### src/rtl/rx4_word.sv
// rx4_word: 8N1 UART receiver that packs four bytes (LSB first) into a 32-bit word.
// Optional idle timeout for partial words is enabled by defining RX4_TIMEOUT_EN.
`default_nettype none

module rx4_word #(
    parameter int CLKS_PER_BIT = 104,
    parameter int TIMEOUT_CLKS = 2080
) (
    input  logic        clk,
    input  logic        rst,
    input  logic        din,
    output logic [31:0] dout,
    output logic        valid,
    output logic        frame_err
);

    localparam int                c_TW      = $clog2(CLKS_PER_BIT);
    localparam logic [c_TW-1:0]   c_HALF_M1 = c_TW'(CLKS_PER_BIT / 2 - 1);
    localparam logic [c_TW-1:0]   c_FULL_M1 = c_TW'(CLKS_PER_BIT - 1);

    typedef enum logic [2:0] {
        S_IDLE     = 3'd0,
        S_START    = 3'd1,
        S_DATA     = 3'd2,
        S_STOP     = 3'd3,
        S_ERR_WAIT = 3'd4
    } state_t;

    state_t            r_state;
    state_t            w_state_nxt;
    logic              r_sync1;
    logic              r_sync2;
    logic              w_din_s;
    logic [c_TW-1:0]   r_timer;
    logic [2:0]        r_bit_idx;
    logic [7:0]        r_shift;
    logic [1:0]        r_byte_cnt;
    logic [23:0]       r_word;
    logic [31:0]       r_dout;
    logic              r_valid;
    logic              r_ferr;
    logic              w_bit_tick;
    logic              w_accept;
    logic              w_ferr;
    logic              w_restart;
    logic              w_timeout;

    assign w_din_s   = r_sync2;
    assign dout      = r_dout;
    assign valid     = r_valid;
    assign frame_err = r_ferr;

    always_comb begin
        w_state_nxt = r_state;
        w_bit_tick  = 1'b0;
        w_accept    = 1'b0;
        w_ferr      = 1'b0;
        case (r_state)
            S_IDLE: begin
                if (!w_din_s) w_state_nxt = S_START;
            end
            S_START: begin
                if (r_timer == c_HALF_M1) w_state_nxt = w_din_s ? S_IDLE : S_DATA;
            end
            S_DATA: begin
                if (r_timer == c_FULL_M1) begin
                    w_bit_tick = 1'b1;
                    if (r_bit_idx == 3'd7) w_state_nxt = S_STOP;
                end
            end
            S_STOP: begin
                if (r_timer == c_FULL_M1) begin
                    if (w_din_s) begin
                        w_accept    = 1'b1;
                        w_state_nxt = S_IDLE;
                    end else begin
                        w_ferr      = 1'b1;
                        w_state_nxt = S_ERR_WAIT;
                    end
                end
            end
            S_ERR_WAIT: begin
                // Hold off until the line returns high so a break cannot retrigger.
                if (w_din_s) w_state_nxt = S_IDLE;
            end
            default: w_state_nxt = S_IDLE;
        endcase
        w_restart = (w_state_nxt != r_state) || w_bit_tick;
    end

`ifdef RX4_TIMEOUT_EN
    localparam int              c_IW       = $clog2(TIMEOUT_CLKS + 1);
    localparam logic [c_IW-1:0] c_TIMEOUT  = c_IW'(TIMEOUT_CLKS);
    logic [c_IW-1:0]            r_idle_cnt;
    logic                       w_idle_run;

    assign w_idle_run = (r_state == S_IDLE) && (r_byte_cnt != 2'd0);
    assign w_timeout  = w_idle_run && (r_idle_cnt == c_TIMEOUT);

    always_ff @(posedge clk) begin
        if (rst || !w_idle_run || w_timeout) begin
            r_idle_cnt <= '0;
        end else begin
            r_idle_cnt <= r_idle_cnt + c_IW'(1);
        end
    end
`else
    logic w_unused_timeout;
    assign w_unused_timeout = ^TIMEOUT_CLKS;
    assign w_timeout        = 1'b0;
`endif

    always_ff @(posedge clk) begin
        if (rst) begin
            r_sync1    <= 1'b1;
            r_sync2    <= 1'b1;
            r_state    <= S_IDLE;
            r_timer    <= '0;
            r_bit_idx  <= 3'd0;
            r_shift    <= 8'h00;
            r_byte_cnt <= 2'd0;
            r_word     <= 24'h0;
            r_dout     <= 32'h0;
            r_valid    <= 1'b0;
            r_ferr     <= 1'b0;
        end else begin
            r_sync1 <= din;
            r_sync2 <= r_sync1;
            r_state <= w_state_nxt;
            r_timer <= w_restart ? '0 : r_timer + c_TW'(1);
            r_valid <= 1'b0;
            r_ferr  <= w_ferr;

            if (r_state == S_START) r_bit_idx <= 3'd0;
            if (w_bit_tick) begin
                r_shift   <= {w_din_s, r_shift[7:1]};
                r_bit_idx <= r_bit_idx + 3'd1;
            end

            if (w_accept) begin
                r_byte_cnt <= r_byte_cnt + 2'd1;
                case (r_byte_cnt)
                    2'd0: r_word[7:0]   <= r_shift;
                    2'd1: r_word[15:8]  <= r_shift;
                    2'd2: r_word[23:16] <= r_shift;
                    default: begin
                        r_dout  <= {r_shift, r_word};
                        r_valid <= 1'b1;
                        r_word  <= 24'h0;
                    end
                endcase
            end

            if (w_ferr || w_timeout) begin
                r_byte_cnt <= 2'd0;
                r_word     <= 24'h0;
            end
        end
    end

endmodule

`default_nettype wire

### config.mk
export PLATFORM = sky130hd
export DESIGN_NAME = rx4_word
export DESIGN_NICKNAME = d
export VERILOG_FILES = /design/src/rtl/rx4_word.sv
export SDC_FILE = /design/constraint.sdc
export NUM_CORES = 1
export LEC_CHECK = 0
export ABC_AREA = 1
export CAP_MARGIN = 0
export CORE_MARGIN = 3
export CORE_UTILIZATION = 35
export CTS_CLUSTER_DIAMETER = 80
export DETAILED_ROUTE_END_ITERATION = 10
export HOLD_SLACK_MARGIN = 0.03
export PLACE_DENSITY_LB_ADDON = 0.12
export SYNTH_ARGS = -nofsm -noshare
export SYNTH_HDL_FRONTEND = slang
export SYNTH_SLANG_ARGS = --single-unit
### constraint.sdc
create_clock -name clk -period 3.05 [get_ports clk]
set_input_delay 0.305 -clock clk [delete_from_list [all_inputs] [get_ports clk]]
set_output_delay 0.305 -clock clk [all_outputs]
set_load 0.05 [all_outputs]
==> reports/qor.yml <==
finish:
  mostFrequentLayoutCell: "dfxtp_1"
  area_growth_pct: 18.8
  diodes: 0
  multi_input_comb_area_um2: 1400
  nNetsFinal: 447
  fillCellCount: 916
  layout_common_cells: "dfxtp_1, a21oi_1, nand2_1, o21ai_0, clkdlybuf4s50_1"
  utilization_pct: 44.2
  drive_gt1_share_pct: 8.60
  design_area_um2: 3960
  seqCellArea_um2: 1660
cts:
  htree_levels: 3
  cts_buffer_depth: 2
  cts_setup_buffers: 0
  cts_buffers: 9
  clkLatencyLatePin_ns: 0.35
  cts.sinks: 83
  post_cts_resized: 0
  cts_tree: "yes"
  clock-root-buffer: "clkbuf_8"
  clk_pin_slew_worst_paths_ns: 0.09
  cts_hold_buf: 0
global_routing:
  grt_pass1_vias: 2564
  antenna_found_initial: 0
  grt_usage_pct: 14.2
  grt-ovfl-total: 0
  grt_pass1_wl_mm: 12.7
  grt_max_degree: 34
floorplanning:
  std_cell_rows: 34
  die_h_um: 104
  die_area_um2: 10700
  core_area_um2: 8980
  initial_utilization_pct: 37.2
  io_pins: 37
  die_w_um: 104
detailed_routing:
  wl_per_cell_um: 12.7
  viasPerCell: 4.76
  remaining_drc_errors: 0
  drt_iter0_markers: 108
  vias: 2706
  ant_nets: 0
  drtPass1Iterations: 5
  wl_mm: 7.22
timing:
  fmax_mhz: 497
  rsz0062_at_grt: "no"
  setup_violations: 0
  worst_pin_slew_ns: 0.876
  hold_viol: 0
  relSlewSlack_pct: 41.4
  drv_slew: 0
  setup_tns_ns: 0
  clock_skew_ns: 0.00987
  fin_crit_ns: 2.01
  hold_ws_ns: 0.412
  fin_crit_sh_pct: 65.9
worst_setup_path:
  timing.rr.start: "r_timer[0]"
  cpMostUsedCell: "nand3_1"
  r2r_cells: 8
  cp_data_required_time_ns: 3.30
  crit_type: "flip-flop to flip-flop"
  critPathSlowestCell: "dfxtp_1"
  crit_buf_inv: 1
  path_max_fanout: 21
  r2r-end: "r_word[5]"
  crit_path_cell_trace: "ha_1, nand3_1, nor2_4, nand3_4, buf_4, nor2_8, nand3_1, a21oi_1"
  slowest_delay_ns: 0.36
  r2r_slack_ns: 1.04
  arrival_ns: 2.26
  crit_family: "simple AND/OR/NAND/NOR gates"
  endpoint_kind: "flip-flop"
  worst_setup_path_start_kind: "flip-flop"
min_path:
  hold_path_startpoint: "r_sync1"
  hold_path_depth: 1
  min_delay_worst_endpoint: "r_sync2"
  hold_class: "flip-flop to flip-flop"
synth:
  yosys.cell_types.count: 33
  synth_sequential_area_ratio_pct: 49.8
  syn_avg_cell_area_um2: 8.18
  netlist_area_um2: 3340
  synth_top_area_share_pct: 49.8
  ys_warn_count: 0
  yosys-top-cells-area: "dfxtp_1, a21oi_1, nand2_1"
  ys_ff_latch: 83
  syn-num-nets: 418
  synth_cells: 408
  yosys.area.top_type: "dfxtp_1"
pwr:
  vdd_drop_max_mv: 0.213
  leakage_nw: 1.40
  power_density_nw_per_um2: 508
  fin_total_pwr_mw: 2.01
flow_run:
  max_cap_violations: 0
status:
  status: "complete, no violations"
placed_design:
  gp_congestion: 0.865
  place_area_um2: 3740
  portBuffers: 36
  dpl.hpwl_mm: 4.75
==> final cells by class <==
cell class / instances / area share [%]
Clock buffer: 11 / 3.57
Sequential cell: 83 / 41.9
Tap cell: 126 / 3.98
Clock inverter: 5 / 2.15
Inverter: 33 / 3.19
Multi-Input combinational cell: 270 / 35.4
Timing Repair Buffer: 40 / 9.85
==> state kept, by name, summed over array words and instances (netlist names) <==
name,flops
dout,32
r_word,24
r_shift,8
r_timer,7
r_bit_idx,3
r_state,3
r_byte_cnt,2
frame_err,1
r_sync1,1
r_sync2,1
valid,1
==> layer usage <==
metal / global-route usage (%) / share of wire, % / up-vias
met5: 0 / 0 / -
met4: 5.70 / 1.7 / 0
met3: 3.30 / 3.1 / 11
met2: 21.3 / 43 / 40
met1: 19.9 / 52 / 1230
li1: - / - / 1425
==> through the flow <==
| step | worst slack (ns) | instances |
|---|---|---|
| final | 1.04 | 568 |
| after global routing | 0.806 | 568 |
| after CTS | 1.00 | 568 |
| after detailed placement | 0.760 | 552 |
| after global placement | 0.818 | 552 |
| after floorplan | 1.51 | 408 |
==> cells in the mapped netlist (all sizes together) <==
| cell type | instances |
|---|---|
| dfxtp | 83 |
| a21oi | 71 |
| nand2 | 62 |
| o21ai | 49 |
| nand3 | 36 |
| inv | 30 |
| nor2 | 29 |
| buf | 12 |
| clkbuf | 10 |
| ha | 7 |
| nor3 | 4 |
| clkinv | 3 |
| nand4 | 3 |
| xor2 | 3 |
| or2 | 2 |
| a211oi | 1 |
| a31oi | 1 |
| o211ai | 1 |
| xnor2 | 1 |
==> worst max-delay path by stage <==
stage / startpoint / to / slack [ns] / cells past startpoint
2_1_floorplan: r_timer[0] / dout[4] / 1.51 / 8
3_3_place_gp: rst / r_byte_cnt[1] / 0.82 / 4
3_5_place_dp: rst / r_word[11] / 0.76 / 4
4_1_cts: r_timer[0] / r_word[7] / 1.00 / 6
5_1_grt: r_timer[0] / r_word[2] / 0.81 / 6
6_report: r_timer[0] / r_word[5] / 1.04 / 8
==> worst register-to-register path: stages, from the launching register on <==
cell and delay (ns):
dfxtp_1 0.36, ha_1 0.24, nand3_1 0.14, nor2_4 0.19
nand3_4 0.27, buf_4 0.31, nor2_8 0.16, nand3_1 0.11
a21oi_1 0.14
==> power by group <==
group / switching (mW) / internal, mW / total, mW
sequential: 0.00440 / 1.09 / 1.09
combinational: 0.0296 / 0.0121 / 0.0417
clock: 0.390 / 0.488 / 0.878
total: 0.424 / 1.59 / 2.01
==> kinds of logic (layout without fill, tap and decap cells) <==
logic type               after synthesis  in the layout  share of synthesized area (%)
AND/OR/NAND/NOR                      136            136                           19.5
AO/OA/AOI/OAI                        123            123                           18.8
flip-flops                            83             83                           49.8
buffers and inverters                 55             89                           8.18
adder cells (fa/ha/maj)                7              7                           2.63
XOR/XNOR                               4              4                           1.05
No activity file was read; power rests on OpenSTA's default activity.
